File: config.mk
export PLATFORM = sky130hd
export DESIGN_NAME = step_controller
export DESIGN_NICKNAME = d
export VERILOG_FILES = /design/src/rtl/step_controller_pkg.sv /design/src/rtl/step_controller_debounce_edge.sv /design/src/rtl/step_controller.sv
export SDC_FILE = /design/constraint.sdc
export NUM_CORES = 1
export LEC_CHECK = 0
export ABC_AREA = 1
export CAP_MARGIN = 20
export CELL_PAD_IN_SITES_DETAIL_PLACEMENT = 1
export CELL_PAD_IN_SITES_GLOBAL_PLACEMENT = 1
export CORE_MARGIN = 8
export CORE_UTILIZATION = 42
export CTS_BUF_LIST = sky130_fd_sc_hd__clkbuf_8
export CTS_CLUSTER_SIZE = 30
export DETAILED_ROUTE_END_ITERATION = 7
export GPL_ROUTABILITY_DRIVEN = 0
export GPL_TIMING_DRIVEN = 1
export PLACE_DENSITY_LB_ADDON = 0.1
export SYNTH_ARGS = -nofsm -noshare
export SYNTH_HDL_FRONTEND = slang
export SYNTH_HIERARCHICAL = 1
export SYNTH_SLANG_ARGS = --single-unit
File: constraint.sdc
create_clock -name clk -period 1.8 [get_ports clk]
set_input_delay 0.27 -clock clk [delete_from_list [all_inputs] [get_ports clk]]
set_output_delay 0.27 -clock clk [all_outputs]
set_load 0.01 [all_outputs]
File: src/rtl/step_controller_pkg.sv
// Shared constants for the single-step / run controller.
// State encodings are fixed values so existing tools decoding them keep working.
package step_controller_pkg;

  typedef logic [1:0] state_t;

  localparam state_t ST_HALT = 2'd0;
  localparam state_t ST_STEP = 2'd1;
  localparam state_t ST_RUN  = 2'd2;

  localparam int EN_COUNT_W = 16;

endpackage

File: src/rtl/step_controller_debounce_edge.sv
// Push-button conditioner: 2-flop synchronizer, tick-paced debounce, rising-edge press pulse.
// Latency: press is high for one clk, 2 clk sync plus DEBOUNCE_N ticks after a clean press.
// Backpressure: none; a press is a single-cycle pulse and is never held.
module debounce_edge #(
  parameter int DEBOUNCE_N = 4
) (
  input  logic clk,
  input  logic reset,
  input  logic tick,
  input  logic btn,
  output logic press
);

  localparam int CW = 4;
  localparam logic [CW-1:0] CNT_MAX = CW'(DEBOUNCE_N - 1);

  logic [1:0]    sync;
  logic          sample;
  logic          sample_prev;
  logic          stable;
  logic          stable_d;
  logic [CW-1:0] cnt;
  logic [CW-1:0] cnt_next;

  assign sample = sync[1];

  // cnt_next == CNT_MAX means this sample completes DEBOUNCE_N equal readings in a row
  always_comb begin
    cnt_next = '0;
    if (sample == sample_prev) begin
      cnt_next = (cnt == CNT_MAX) ? cnt : cnt + CW'(1);
    end
  end

  always_ff @(posedge clk) begin
    if (reset) begin
      sync        <= '0;
      sample_prev <= 1'b0;
      cnt         <= '0;
      stable      <= 1'b0;
      stable_d    <= 1'b0;
    end else begin
      sync     <= {sync[0], btn};
      stable_d <= stable;
      if (tick) begin
        sample_prev <= sample;
        cnt         <= cnt_next;
        if (cnt_next == CNT_MAX && sample != stable) begin
          stable <= sample;
        end
      end
    end
  end

  assign press = stable & ~stable_d;

endmodule

File: src/rtl/step_controller.sv
// CPU clock-enable controller: HALT / single STEP / paced RUN driven by two debounced buttons.
// Latency: cpuEn one clk after STEP or after a RUN pacing tick; running/pauseOut lag state by one clk.
// Backpressure: cpuHalt or a mode press forces HALT and cancels a same-cycle pacing request.
module step_controller
  import step_controller_pkg::*;
#(
  parameter int DEBOUNCE_N = 4,
  parameter int RUN_DIV    = 1
) (
  input  logic                  clk,
  input  logic                  reset,
  input  logic                  tick,
  input  logic                  btnStep,
  input  logic                  btnMode,
  input  logic                  cpuHalt,
  output logic                  cpuEn,
  output logic                  running,
  output logic                  pauseOut,
  output logic [EN_COUNT_W-1:0] enCount
);

  localparam logic [7:0] DIV_LAST = 8'(RUN_DIV - 1);

  logic                  step_press;
  logic                  mode_press;
  state_t                state;
  state_t                state_next;
  logic [7:0]            div_cnt;
  logic                  run_req;
  logic                  leave_run;
  logic                  en_next;
  logic [EN_COUNT_W-1:0] en_count;

  debounce_edge #(.DEBOUNCE_N(DEBOUNCE_N)) u_step_btn (
    .clk   (clk),
    .reset (reset),
    .tick  (tick),
    .btn   (btnStep),
    .press (step_press)
  );

  debounce_edge #(.DEBOUNCE_N(DEBOUNCE_N)) u_mode_btn (
    .clk   (clk),
    .reset (reset),
    .tick  (tick),
    .btn   (btnMode),
    .press (mode_press)
  );

  // Mode press outranks a simultaneous step press; cpuHalt only blocks entry into RUN
  always_comb begin
    state_next = state;
    case (state)
      ST_HALT: begin
        if (mode_press && !cpuHalt) begin
          state_next = ST_RUN;
        end else if (step_press) begin
          state_next = ST_STEP;
        end
      end
      ST_STEP: state_next = ST_HALT;
      ST_RUN: begin
        if (mode_press || cpuHalt) begin
          state_next = ST_HALT;
        end
      end
      default: state_next = ST_HALT;
    endcase
  end

  assign leave_run = (state == ST_RUN) && (mode_press || cpuHalt);
  assign run_req   = (state == ST_RUN) && tick && (div_cnt == DIV_LAST);
  assign en_next   = !cpuEn && ((state == ST_STEP) || (run_req && !leave_run));

  always_ff @(posedge clk) begin
    if (reset) begin
      state    <= ST_HALT;
      div_cnt  <= '0;
      cpuEn    <= 1'b0;
      running  <= 1'b0;
      pauseOut <= 1'b1;
      en_count <= '0;
    end else begin
      state    <= state_next;
      cpuEn    <= en_next;
      running  <= (state == ST_RUN);
      pauseOut <= (state == ST_HALT);
      en_count <= en_count + EN_COUNT_W'(cpuEn);
      if (state != ST_RUN) begin
        div_cnt <= '0;
      end else if (tick) begin
        div_cnt <= (div_cnt == DIV_LAST) ? 8'd0 : div_cnt + 8'd1;
      end
    end
  end

  assign enCount = en_count;

endmodule

==> Yosys cells after proc, flatten, opt, wreduce, memory -nomap -nowiden <==
Cells that the tools add are included.
{ "op_classes": {"add_sub_neg": 4, "eq_ne": 13, "muxes": 9, "bitwise_logic": 4, "n_reduce_logical": 19} }
{ "ops": {"columns": ["cell", "count"], "rows": [
  ["adder 16 x 1 -> 16 bit", 1],
  ["equality test 4 x 2 -> 1 bit, second input constant", 4],
  ["two-way mux 4 bit", 4],
  ["adder 4 x 1 -> 4 bit, second input constant", 2],
  ["adder 8 x 1 -> 8 bit, second input constant", 1],
  ["logical AND 1 bit", 8],
  ["zero test 8 bit", 1],
  ["two-way mux 8 bit", 1],
  ["two-way mux 2 bit", 3],
  ["AND reduction 2 bit", 3],
  ["!= test 2 bit, second input constant", 2],
  ["one-hot mux 2 bit (2 select lines)", 1],
  ["zero test 1 bit", 3],
  ["!= test 3 bit, second input constant", 1],
  ["AND 1 bit", 2],
  ["equality test 1 bit", 2],
  ["equality test 2 x 1 -> 1 bit, second input constant", 1],
  ["equality test 2 bit, second input constant", 1],
  ["zero test 2 bit", 1],
  ["logical OR 1 bit", 2],
  ["!= test 1 bit", 2],
  ["NOT 1 bit", 2],
  ["OR reduction 2 bit", 1]
]} }
{ "totals": {"reg_bits": 47, "elab_cells": 65} }

==> Depth between registers and ports, before layout <==
Gate-level depths: netlist of run 1.
{ "logic_depth": {"word_depth": 8, "depth_mapped": 10, "mapped_depth_nobuf": 10} }

==> Hierarchy <==
Netlist of run 1, hierarchy kept.
{ "modules_own_cells": {"columns": ["module", "n_inst", "cells_per_inst", "area_each_um2", "seq_area_each_um2"], "rows": [
  ["step_controller", 1, 193, 1357.6, 580.6],
  ["debounce_edge", 2, 62, 447.9, 180.2]
]} }

==> Worst setup path before layout of run 1 <==
Ideal clock, no wire load.
{ "synth_timing": {"path_type": "register to register", "from": "register cpuEn", "to": "register en_count[12], in the netlist enCount[12]", "t_arrival_ps": 1276, "required_ps": 1681, "setup_slack_ps": 404, "stages_incl_launch_ff": 8, "period_less_slack_ps": 1396, "cell_sequence": "dfxtp_1 ha_1 ha_1 nand3_1 nor2_4 nand2_2 o21ai_0 a21oi_1"} }
{ "synth_between": {"elab_chain_cells": 1} }
{ "synth_rtl": {"columns": ["element", "line", "source"], "rows": [
  ["start, declared", "step_controller.sv:16", "output logic cpuEn,"],
  ["start signal, assigned", "step_controller.sv:85", "cpuEn <= en_next;"],
  ["adder 16 x 1 -> 16 bit", "step_controller.sv:88", "en_count <= en_count + EN_COUNT_W'(cpuEn);"],
  ["end signal, assigned", "step_controller.sv:88", null],
  ["end, declared", "step_controller.sv:32", "logic [EN_COUNT_W-1:0] en_count;"]
]} }
Every way passes these cells.
A chain may end at the register's enable or synchronous reset.

==> Final worst setup path of run 1 <==
{ "layout_timing": {"from": "register en_count[6], in the netlist enCount[6]", "to": "output port enCount[6]"} }
{ "layout_lines": {"columns": ["element", "line", "source"], "rows": [
  ["end, declared", "step_controller.sv:19", "output logic [EN_COUNT_W-1:0] enCount"]
]} }
No word-level cell between the ends.

==> results of run 1 <==
[metrics by stage]
stage	util, %	hold WS, ns	area (um2)
after CTS	52.7	0.414	2710
after detailed placement	50.7	0.400	2610
after global routing	52.7	0.437	2710
after global placement	50.7	0.396	2610
after floorplan	-	0.341	2250
final	52.7	0.409	2710
[layout make-up]
| class | count | area (um2) |
|---|---|---|
| sequential | 47 | 941 |
| tap | 70 | 87.6 |
| timing repair buffer | 29 | 278 |
| multi-input combinational | 211 | 1090 |
| inverter | 56 | 210 |
| clock inverter | 1 | 3.75 |
| clock buffer | 7 | 96.3 |
| fill | 698 | 2430 |
[cells in the final DEF (no fill, tap or decap), types with 7 or more instances in the layout]
master and n:
clkdlybuf4s50_1 24, a21oi_1 26, nand2_1 60, dfxtp_1 47
clkbuf_8 7, nor2_2 7, o21ai_0 17, inv_1 54
nor2_1 39, nand3_1 15, nand2_2 8
[state kept, by name, indices dropped and copies added (netlist names), 2 cells and up]
register         flops
div_cnt              8
u_step_btn/cnt       4
u_step_btn/sync      2
u_mode_btn/cnt       4
u_mode_btn/sync      2
state                2
enCount             16
[metal layers]
layer / vias to the layer above / track usage (%) / share of wire [%]
met5: - / 0 / 0
met4: 0 / 5.89 / 1.4
met1: 940 / 17.1 / 46
met3: 5 / 3.03 / 3.0
met2: 18 / 27.1 / 50
li1: 1062 / - / -
[cell families after synthesis]
group / count (synthesis)
adder cells (fa/ha/maj): 6
AO/OA/AOI/OAI: 50
AND/OR/NAND/NOR: 152
buffers and inverters: 59
flip-flops: 47
XOR/XNOR: 3
[power by group]
group | switching [mW] | internal [mW]
Clock | 0.341 | 0.345
Sequential | 0.0261 | 1.07
Combinational | 0.111 | 0.0769
[worst max-delay path by stage]
stage               cells after the start  slack, ns                        endpoint
global route                            7       0.12          enCount[12]$_SDFF_PP0_
floorplan                               7       0.40          enCount[12]$_SDFF_PP0_
global placement                        7       0.33  u_step_btn/stable$_SDFFE_PP0P_
detailed placement                      7       0.26  u_mode_btn/stable$_SDFFE_PP0P_
CTS                                     1       0.19                      enCount[6]
finish                                  1       0.23                      enCount[6]
==> flow_summary.toml, run 1 <==
[global_route]
overflow = 0
antenna_found_initial = 0
grt_pass1_wl_um = 9330
grt_pass1_vias = 2112
track_usage_pct = 15.1
grt_max_degree = 21

[setup_path]
rrSetupSlack_ns = 0.30
worstSetupStartpointType = "register"
critPathCaptureType = "primary output"
crit_type = "reg -> out"
r2r-end = "enCount[12]$_SDFF_PP0_"
r2r_cells = 7
cp_num_buf_inv = 1
arrival_ns = 1.30
crit_slowest_cell = "clkdlybuf4s50_1"
max_stage_delay_ns = 0.58
cpLargestDelayFamily = "buffers and inverters"
path_cells = "clkdlybuf4s50_1"
worstPathMaxFanout = 5
required_ns = 1.53
cp-startpoint = "enCount[6]$_SDFF_PP0_"
rr_startpoint = "enCount[0]$_SDFF_PP0_"

[logic_synthesis]
synth_top_family_by_area = "simple AND/OR/NAND/NOR gates"
yosys.cell_count.top_type = "nand2_1"
synth_area_leaders = "dfxtp_1 42%, nand2_1 10%, inv_1 8.8%"
yosysUniqueCellTypes = 26
synthXorXnorAreaFrac_pct = 1.17
netlist_area_mm2 = 0.00225
post-synth-top-area-fraction_pct = 41.8
muxShareOfSynthArea_pct = 0
synth_flop_cell = "dfxtp_1"
ys_warn_count = 6
yosys.area.top_type = "dfxtp_1"
synthTopCellsByCount = "60 x nand2_1, 53 x inv_1, 47 x dfxtp_1"
ys_seq_area_share_pct = 41.8
ys_seq_elements = 47
synth_compound_area_share_pct = 12.2
syn_nets = 329
syn-instance-count = 317
synth_fa_ha_area_share_pct = 3.33
synth_edf_count = 0
yosys.area_share.simple_pct = 31.8
syn_avg_cell_area_um2 = 7.11
async_flop_share_pct = 0

[drt]
drt_iter0_drc = 55
vias_per_cell = 4.81
ant_nets = 0
drc = 0
routed_wl_um = 5440
first_pass_iters = 4
drt-wirelength-per-cell_um = 12.9
dr_total_vias = 2025

[cts]
cts-root-buf = "clkbuf_8"
clockBufferDepth = 2
post_cts_resized = 0
cts_setup_buffers = 0
clkSinkCount = 47
cts_hold_buf = 0
cts_made_buffers = 5
clkSlewWorstSetupHoldPaths_ns = 0.08
clk_latency_ns = 0.30
cts_tree = "done"
ctsHtreeMaxLevel = 2

[final_layout]
antenna_cells = 0
layoutNonFillerInstCount = 421
drive_above_1_share_pct = 11.7
area_growth_pct = 20.2
final_net_count = 362

[timing]
max_slew_margin_pct = 77.2
worstMarginPinSlew_ns = 0.341
fin_ws_ns = 0.230
hold_violations = 0
fin_crit_sh_pct = 87.2
min_period_ns = 1.57
fin_setup_tns_ns = 0
slew_viol_final = 0
rsz0062_at_grt = "false"
setup_viol = 0
max_freq_mhz = 637
skew_ns = 0.00404

[run]
cap_violations = 0

[min_path]
worstHoldEndpoint = "u_mode_btn/sync[1]$_SDFF_PP0_"
whs_path_depth = 2
hold_path_class = "reg -> reg"
hp-start = "u_mode_btn/sync[0]$_SDFF_PP0_"

[floorplan]
die_y_um = 89.2
die_w_um = 89.2
dieArea_mm2 = 0.00796
io_pins = 25
start_util_pct = 43.8
rows = 26
core_area_mm2 = 0.00514

[power]
ir_drop_mv = 0.461
powerDensity_mw_per_mm2 = 727
leakagePower_nw = 1.10
finalPower_mw = 1.97

[place]
dp_slack_ns = 0.264
dpl.cell_count = 413
io_buffer_count = 24
hpwl_um = 4240

[outcome]
status = "complete, no violations"
Power figures use the tool's default switching activity.
==> run 2: changes to the inputs <==
--- a/config.mk
+++ b/config.mk
@@ -9,6 +9,7 @@
 export CAP_MARGIN = 20
 export CELL_PAD_IN_SITES_DETAIL_PLACEMENT = 1
 export CELL_PAD_IN_SITES_GLOBAL_PLACEMENT = 1
+export CORE_ASPECT_RATIO = 1.1
 export CORE_MARGIN = 8
 export CORE_UTILIZATION = 42
 export CTS_BUF_LIST = sky130_fd_sc_hd__clkbuf_8
==> constraint.sdc (replaced) <==
create_clock -name clk -period 1.6 [get_ports clk]
set_input_delay 0.24 -clock clk [delete_from_list [all_inputs] [get_ports clk]]
set_output_delay 0.24 -clock clk [all_outputs]
set_load 0.01 [all_outputs]
==> flow_summary.toml, run 2 (synthesized netlist as in run 1, its figures left out) <==
[timing]
min_period_ns = 1.55
slew_viol_final = 0
fin_crit_sh_pct = 96.7
hold_violations = 0
timing.hold.ws_ns = 0.408
setup_viol = 0
worstMarginPinSlew_ns = 0.352
max_slew_margin_pct = 76.4
fin_setup_tns_ns = 0
skew_ns = 0.00890
max_freq_mhz = 646
rsz0062_at_grt = "false"

[setup_path]
path_cells = "clkdlybuf4s50_1"
r2r-end = "enCount[6]$_SDFF_PP0_"
worstSetupStartpointType = "register"
rr_startpoint = "enCount[0]$_SDFF_PP0_"
cpLargestDelayFamily = "buffers and inverters"
critPathCaptureType = "primary output"
required_ns = 1.36
arrival_ns = 1.31
worstPathMaxFanout = 5
crit_cells = 1
cp_num_buf_inv = 1
max_stage_delay_ns = 0.60
r2r_cells = 7
crit_type = "reg -> out"
rrSetupSlack_ns = 0.12
crit_slowest_cell = "clkdlybuf4s50_1"

[floorplan]
die_y_um = 92.8
die_w_um = 85.8
io_pins = 25
core_area_mm2 = 0.00529
dieArea_mm2 = 0.00797
start_util_pct = 42.6
rows = 28

[drt]
dr_total_vias = 2030
drt_iter0_drc = 52
routed_wl_um = 5120
ant_nets = 0
first_pass_iters = 4
vias_per_cell = 4.72
drt-wirelength-per-cell_um = 11.9
drc = 0

[global_route]
overflow = 0
grt_pass1_vias = 2087
track_usage_pct = 13.8
antenna_found_initial = 0
grt_max_degree = 24
grt_pass1_wl_um = 9080

[final_layout]
fill_cells = 696
seq_area_um2 = 941
layout_commonest_cell = "nand2_1"
final_net_count = 366
final_util_pct = 52.3
antenna_cells = 0
area_growth_pct = 22.9
multi_input_area_mm2 = 0.00110
drive_above_1_share_pct = 13.5
largest_reg_flops = 16
layout_common_cells = "60 x nand2_1, 53 x inv_1, 47 x dfxtp_1, 39 x nor2_1, 26 x a21oi_1"

[min_path]
hold_path_class = "reg -> reg"
whs_path_depth = 2
hp-start = "u_step_btn/sync[0]$_SDFF_PP0_"
worstHoldEndpoint = "u_step_btn/sync[1]$_SDFF_PP0_"

[cts]
cts_hold_buf = 0
cts_made_buffers = 5
clk_latency_ns = 0.30
clkSinkCount = 47
clkSlewWorstSetupHoldPaths_ns = 0.09
clockBufferDepth = 2
cts-root-buf = "clkbuf_8"
ctsHtreeMaxLevel = 2
cts_tree = "done"

[power]
leakagePower_nw = 1.12
powerDensity_mw_per_mm2 = 843
ir_drop_mv = 0.553
finalPower_mw = 2.34

[place]
io_buffer_count = 24
hpwl_um = 4080

[outcome]
status = "complete, no violations"

[run]
cap_violations = 0
==> run 2: power breakdown <==
part	switching [mW]	internal [mW]	total (mW)	leakage [nW]
Sequential	0.0279	1.20	1.23	0.382
Clock	0.388	0.506	0.894	0.0612
Combinational	0.123	0.0906	0.213	0.682
Total	0.539	1.80	2.34	1.12
==> run 2: per-stage QoR <==
stage                     worst slack [ns]  instance area, um2  std cells
after detailed placement            0.0273                2640        421
after global routing               0.00886                2770        430
final                               0.0527                2770        430
after floorplan                      0.204                2250        317
after global placement              0.0844                2640        421
after CTS                           0.0319                2750        429
==> run 2: final cells by class <==
type	count	share of cell area (%)
multi-input cells	211	39.7
flip-flops and latches	47	34.0
repair buffers	33	11.1
inverters	56	7.59
well taps	75	3.39
clock buffers	6	2.98
clock inverters	2	1.27
==> run 2: routing by layer <==
layer / GRT usage, % / vias up / wire length (um) / share of wire, %
met2: 24.7 / 24 / 2560 / 50
li1: - / 1071 / - / -
met3: 2.92 / 6 / 164 / 3.2
met1: 15.6 / 929 / 2320 / 45
met5: 0 / - / 0 / 0
met4: 4.97 / 0 / 72 / 1.4
==> run 2: worst max path at each step <==
stage / startpoint / to / slack, ns
6_report: enCount[13]$_SDFF_PP0_ / enCount[13] / 0.05
5_1_grt: enCount[2]$_SDFF_PP0_ / enCount[2] / 0.009
4_1_cts: enCount[13]$_SDFF_PP0_ / enCount[13] / 0.03
3_5_place_dp: tick / div_cnt[7]$_SDFFE_PP0P_ / 0.03
3_3_place_gp: tick / u_step_btn/stable$_SDFFE_PP0P_ / 0.08
2_1_floorplan: cpuEn$_SDFF_PP0_ / enCount[12]$_SDFF_PP0_ / 0.20
==> run 2: repair_timing <==
item	CTS	global route
setup buffers	0	1
endpoints found under the setup margin	0	2
gates resized for setup	0	3
==> run 3: changes to the inputs <==
--- a/config.mk
+++ b/config.mk
@@ -11,13 +11,14 @@
 export CELL_PAD_IN_SITES_GLOBAL_PLACEMENT = 1
 export CORE_ASPECT_RATIO = 1.1
 export CORE_MARGIN = 8
-export CORE_UTILIZATION = 42
+export CORE_UTILIZATION = 45
 export CTS_BUF_LIST = sky130_fd_sc_hd__clkbuf_8
 export CTS_CLUSTER_SIZE = 30
 export DETAILED_ROUTE_END_ITERATION = 7
 export GPL_ROUTABILITY_DRIVEN = 0
-export GPL_TIMING_DRIVEN = 1
+export GPL_TIMING_DRIVEN = 0
 export PLACE_DENSITY_LB_ADDON = 0.1
+export SLEW_MARGIN = 20
 export SYNTH_ARGS = -nofsm -noshare
 export SYNTH_HDL_FRONTEND = slang
 export SYNTH_HIERARCHICAL = 1
==> constraint.sdc (replaced) <==
create_clock -name clk -period 2 [get_ports clk]
set_input_delay 0.3 -clock clk [delete_from_list [all_inputs] [get_ports clk]]
set_output_delay 0.3 -clock clk [all_outputs]
set_load 0.01 [all_outputs]
==> flow_summary.toml, run 3 (synthesized netlist as in run 1, its figures left out) <==
[timing]
hold_violations = 0
fin_crit_sh_pct = 80.8
rsz0062_at_grt = "false"
worstMarginPinSlew_ns = 0.533
skew_ns = 0.00460
slew_viol_final = 0
max_freq_mhz = 619
fin_setup_tns_ns = 0
max_slew_margin_pct = 64.5
fin_ws_ns = 0.384
min_period_ns = 1.62
setup_viol = 0

[cts]
clockBufferDepth = 2
cts_made_buffers = 5
cts_tree = "done"
clk_latency_ns = 0.30
cts-root-buf = "clkbuf_8"
clkSlewWorstSetupHoldPaths_ns = 0.09
post_cts_resized = 0
clkSinkCount = 47
ctsHtreeMaxLevel = 2
cts_setup_buffers = 0
cts_hold_buf = 0

[min_path]
hold_path_class = "reg -> reg"

[floorplan]
start_util_pct = 45.7
dieArea_mm2 = 0.00753
die_y_um = 90.2
io_pins = 25
die_w_um = 83.5
rows = 27
core_area_mm2 = 0.00493

[final_layout]
largest_reg_flops = 16
area_growth_pct = 19.1
layout_common_cells = "60 x nand2_1, 53 x inv_1, 47 x dfxtp_1, 39 x nor2_1, 26 x a21oi_1"
antenna_cells = 0
final_net_count = 360
layout_commonest_cell = "nand2_1"
layoutNonFillerInstCount = 407
drive_above_1_share_pct = 10.6

[drt]
first_pass_iters = 4
drt_iter0_drc = 43
routed_wl_um = 5320
met3_length_um = 121
dr_total_vias = 2087
wl_met1_um = 2390
drc = 0
ant_nets = 0
wl_met2_um = 2730
drt-wirelength-per-cell_um = 13.1
highest_layer = "met4"
vias_per_cell = 5.13

[global_route]
antenna_found_initial = 0
grt_max_degree = 15
track_usage_pct = 15.1
grt_pass1_vias = 2167
grt_pass1_wl_um = 9700
overflow = 0

[setup_path]
critPathCaptureType = "register"
arrival_ns = 1.81
critPathCapture = "enCount[10]$_SDFF_PP0_"
crit_type = "reg -> reg"
rrSetupSlack_ns = 0.38
r2r_cells = 7
worstSetupStartpointType = "register"
rr_startpoint = "cpuEn$_SDFF_PP0_"
r2r-end = "enCount[10]$_SDFF_PP0_"
cp-startpoint = "cpuEn$_SDFF_PP0_"
required_ns = 2.19
worstPathMaxFanout = 6

[outcome]
status = "complete, no violations"

[place]
dp_slack_ns = 0.203
dpl.cell_count = 399
hpwl_um = 4120
io_buffer_count = 24

[run]
cap_violations = 0

[power]
leakagePower_nw = 1.09
ir_drop_mv = 0.495
powerDensity_mw_per_mm2 = 700
[run 3: changes by cell type in the layout (fill, tap and decap cells not counted), sizes merged]
cell / before / now
clkbuf: 6 / 9
buf: 9 / 0
[run 3: how the worst min path moves through the flow]
stage / startpoint / endpoint / slack (ns) / depth (start not counted)
after CTS: u_step_btn/sync[0]$_SDFF_PP0_ / u_step_btn/sync[1]$_SDFF_PP0_ / 0.41 / 2
after detailed placement: u_step_btn/sync[0]$_SDFF_PP0_ / u_step_btn/sync[1]$_SDFF_PP0_ / 0.40 / 2
final: u_step_btn/sync[0]$_SDFF_PP0_ / u_step_btn/sync[1]$_SDFF_PP0_ / 0.41 / 2
after global routing: u_step_btn/sync[0]$_SDFF_PP0_ / u_step_btn/sync[1]$_SDFF_PP0_ / 0.43 / 2
after global placement: u_mode_btn/sync[0]$_SDFF_PP0_ / u_mode_btn/sync[1]$_SDFF_PP0_ / 0.39 / 2
after floorplan: reset / u_mode_btn/sync[0]$_SDFF_PP0_ / 0.37 / 1
[run 3: per-stage QoR]
step	power, mW	utilization, %	area [um2]	hold WS [ns]
after floorplan	1.12	-	2250	0.371
after global placement	1.16	52.0	2570	0.391
after detailed placement	1.17	52.0	2570	0.399
after CTS	1.90	54.4	2680	0.414
after global routing	1.97	54.4	2680	0.430
final	1.88	54.4	2680	0.407
[run 3: critical path, stage by stage, from the launching register on]
cell and delay [ns]:
dfxtp_1 0.38, ha_1 0.21, ha_1 0.20, nand3_1 0.16, nor2_4 0.20, nand2_2 0.10
o21ai_0 0.21, a21oi_1 0.05
[run 3: power by group]
group | internal [mW] | switching, mW | leakage, nW
combinational | 0.0645 | 0.0991 | 0.643
clock | 0.405 | 0.324 | 0.0612
sequential | 0.961 | 0.0245 | 0.382
[run 3: layout make-up]
cell class | instances | area, um2
Fill cell | 651 | 2250
Multi-Input combinational cell | 211 | 1090
Sequential cell | 47 | 941
Timing Repair Buffer | 24 | 240
Inverter | 56 | 210
Clock buffer | 6 | 82.6
Tap cell | 58 | 72.6
Clock inverter | 2 | 35.0
Buffer | 3 | 11.3
[run 3: per-layer routing]
layer  up-vias  track usage, %
met2        20            26.9
met4         0            5.04
met1       998            17.1
met3         5            3.34
li1       1064               -
met5         -               0
==> edit 1, RTL diff (config.mk and constraints of run 3) <==
Reset style: asynchronous (`reset`), changed in 2 clocked blocks.
--- a/src/rtl/step_controller_debounce_edge.sv
+++ b/src/rtl/step_controller_debounce_edge.sv
@@ -34,3 +34,3 @@
 
-  always_ff @(posedge clk) begin
+  always_ff @(posedge clk or posedge reset) begin
     if (reset) begin
--- a/src/rtl/step_controller.sv
+++ b/src/rtl/step_controller.sv
@@ -74,3 +74,3 @@
 
-  always_ff @(posedge clk) begin
+  always_ff @(posedge clk or posedge reset) begin
     if (reset) begin
Behaviour: differs if reset is asserted again (counterexample within 10 cycles, from zero or initial values and one cycle with reset high); with reset held inactive, the same outputs for 10 cycles.
==> edit 1 against run 3 <==
- setup slack worse by 0.048 ns
- design area is 4.4% higher
- sequential cell count stayed put
- area after synthesis is 5.4% higher
- via count is 10% lower
- highest routed layer unchanged
- wire length is 5.8% lower
Power is not compared: it rests on default switching activity, and its combinational part moved more than twofold at a synthesized area within 25%.
==> edit 1: results <==
group,metric,value,unit
run_status,status,"finished clean",
drt,routed-wl-met2,2.57,mm
clocking,post_cts_resized,0,
drt,drt_pre_antenna_iters,4,
layout,layout-drive-gt1-share,13.6,%
logic_synthesis,synth_cells,276,
logic_synthesis,synth_area_leaders,"dfrtp_1 (48%), nand2_1 (12%), inv_1 (5.7%), nand3_1 (4.0%), ha_1 (3.2%)",
clocking,cts_buffers,5,
drt,num_vias,1871,
logic_synthesis,ys.flop_type,"dfrtp_1",
drt,wl_met1,2.19,mm
critical_path,arrival,1.36,ns
clocking,postCtsSetupBuffers,0,
layout,largest_reg_flops,16,
global_routing,grt_use_met2,25.0,%
logic_synthesis,synth_cell_types,25,
layout,layout.cells.non_filler,366,
logic_synthesis,synthTopCellsByCount,"nand2_1 (76), dfrtp_1 (46), inv_1 (36)",
critical_path,slowest_stage,"dfstp_2",
global_routing,grt_pass1_wl,9.23,mm
global_routing,met3_usage,4.55,%
drt,wl_met3,216,µm
logic_synthesis,synth-compound-area-share,4.79,%
hold_path,min_path_type,"input port to async pin",
placement,dpl.cell_count,358,
placement,dpl_cell_area,2690,µm²
timing,skew,0.0152,ns
critical_path,worst_path_largest_cell_delay,0.53,ns
logic_synthesis,synth_fa_ha_area_share,3.16,%
layout,antennaDiodeCount,0,
logic_synthesis,seq_area_frac_synth,49.6,%
power,total_power,2.54,mW
critical_path,worstPathMaxFanout,1,
critical_path,critPathTopFamily,"flip-flops",
critical_path,timing.rr.start,"cpuEn",
timing,worstMarginPinSlew,0.650,ns
logic_synthesis,synth_nets,288,
layout,layout.nets,319,
placement,hpwl,3.92,mm
logic_synthesis,yosys.area_share.xor_xnor,5.16,%
placement,dpl_worst_slack,0.153,ns
power,p_sw_share,31.1,%
global_routing,grt_max_degree,30,
global_routing,first_global_vias,2019,
critical_path,r2r_end,"enCount[12]",
drt,drt-initial-drc-count,55,
power,p_comb,598,µW
critical_path,regToRegSetupSlack,0.47,ns
global_routing,gr-usage-all-layers,14.3,%
logic_synthesis,ys_async_sr_fraction,100,%
power,peakVddDrop,0.572,mV
global_routing,use_met1,16.7,%
clocking,worstSkewPairLatency,0.30,ns
logic_synthesis,yosysWarnings,6,
clocking,cts-root-buf,"clkbuf_8",
drt,totalWireLength,5.01,mm
clocking,htreeDepth,2,
timing,holdWs,0.344,ns
-- edit 1: worst max path at each step --
stage	startpoint	endpoint	slack (ns)
final	pauseOut	pauseOut	0.34
after detailed placement	tick	div_cnt[4]	0.15
after floorplan	cpuEn	enCount[12]	0.62
after CTS	pauseOut	pauseOut	0.32
after global routing	u_step_btn/cnt[0]	u_step_btn/stable	0.29
after global placement	tick	div_cnt[6]	0.17
-- edit 1: cells by family after synthesis --
kind of cell               Yosys count
AOI/OAI and AO/OA                   20
xor gates and xnor gates            14
adders and majority gates            6
buffers and inverters               38
DFF                                 47
and+or+nand+nor                    151
-- edit 1: area by class of cell --
type,instances,area [µm²]
Timing Repair Buffer,24,240
Clock buffer,5,68.8
Inverter,38,143
Clock inverter,3,43.8
Multi-Input combinational cell,191,1060
Tap cell,58,72.6
Fill cell,618,2270
Sequential cell,47,1180
==> edit 2, RTL diff (flow settings as in run 3) <==
Without the edit above. Change the package constant `EN_COUNT_W` from 16 to 32.
--- a/src/rtl/step_controller_pkg.sv
+++ b/src/rtl/step_controller_pkg.sv
@@ -10,3 +10,3 @@
 
-  localparam int EN_COUNT_W = 16;
+  localparam int EN_COUNT_W = 32;
 
Interface: changed (resized enCount); port bits go from 25 to 41. The function was not compared with the original's and may differ.
==> edit 2 against run 3 <==
- area after synthesis up 44%
- highest routed layer unchanged
- power up 40%
- setup slack worse by 0.078 ns
- design area up 48%
- wire length up 65%
- synthesized cell count up 51%
- die area up 36%
- sequential cell count up 16
==> edit 2: results <==
group,metric,value,unit
hold_path,min_from,"u_mode_btn/sync[0]",
drt,num_vias,3206,
placement,hpwl,6.84,mm
critical_path,r2r_cells,8,
global_routing,first_global_vias,3419,
clocking,clk_pin_slew_worst_paths,0.07,ns
logic_synthesis,seq_area_frac_synth,38.8,%
logic_synthesis,synth_area_leaders,"dfxtp_1 (39%), nand2_1 (13%), nor2_1 (8.2%), inv_1 (8.0%), a21oi_1 (5.7%)",
critical_path,arrival,1.92,ns
critical_path,r2r_end,"enCount[18]",
critical_path,regToRegSetupSlack,0.31,ns
run_status,status,"finished clean",
global_routing,grt_max_degree,14,
power,p_leak,1.55,nW
power,peakVddDrop,0.451,mV
placement,io_buffers,40,
layout,layout.nets,542,
clocking,htreeDepth,3,
hold_path,holdPathEnd,"u_mode_btn/sync[1]",
placement,dpl_worst_slack,0.0207,ns
global_routing,grt_pass1_wl,15.3,mm
timing,skew,0.00993,ns
drt,drt-initial-drc-count,61,
global_routing,gr-usage-all-layers,17.9,%
drt,totalWireLength,8.79,mm
logic_synthesis,synth_cell_types,31,
logic_synthesis,synth_nets,491,
clocking,worstSkewPairLatency,0.34,ns
[edit 2: cell types whose count changed in the layout (fill, tap and decap cells not counted), sizes merged, moves of 2 or more]
cell           before  now
o21ai              18   20
nand2              68  121
a21oi              26   37
clkinvlp            0    2
nor3b               0    3
nor2               48   93
inv                56   73
dfxtp              47   63
o21a                1    3
nand3              20   29
clkbuf              9   15
clkdlybuf4s50      24   40
xor2                2    4
[edit 2: how the worst max path moves through the flow]
stage	start	endpoint	slack, ns	depth (start not counted)
after global placement	tick	div_cnt[6]	0.05	6
after floorplan	cpuEn	enCount[18]	0.49	8
after detailed placement	tick	div_cnt[6]	0.02	6
after CTS	cpuEn	enCount[18]	0.29	8
after global routing	cpuEn	enCount[26]	0.19	9
final	cpuEn	enCount[18]	0.31	8
[edit 2: kinds of logic after synthesis]
kind of cell,share of synthesized area [%]
XOR/XNOR,1.61
AND/OR/NAND/NOR,38.1
buffers and inverters,8.92
AO/OA/AOI/OAI,10.3
flip-flops,38.8
adder cells (fa/ha/maj),2.31
[edit 2: layout make-up]
type,count,area (µm²)
buffer,5,20.0
clock buffer,11,151
clock inverter,5,57.6
fill,942,3040
inverter,72,270
multi-input combinational,339,1700
sequential,63,1260
tap,85,106
timing repair buffer,40,400
[edit 2: critical path: stages, from the launching register on]
cell	delay [ns]
dfxtp_1	0.38
ha_1	0.21
ha_1	0.20
nand2_2	0.10
nor2_8	0.14
nand2_2	0.12
nor2_4	0.20
and3_1	0.18
nor2_1	0.04
[edit 2: per-layer routing]
layer / up-vias / part of all wire (%) / track usage (%)
met1: 1541 / 40 / 17.5
met4: 0 / 2.2 / 7.92
met2: 49 / 55 / 35.2
li1: 1602 / - / -
met5: - / 0 / 0
met3: 14 / 3.1 / 3.43
[edit 2: stage by stage]
step,instance area (µm²),hold slack (ns),cells
finish,3970,0.409,620
global route,3970,0.440,620
CTS,3970,0.410,620
detailed placement,3760,0.398,604
global placement,3760,0.393,604
floorplan,3250,0.371,479
[edit 2: where the power goes]
group,internal [mW],leakage [nW],switching [mW]
logic,0.0679,0.940,0.109
clock network,0.641,0.103,0.513
registers,1.28,0.511,0.0236
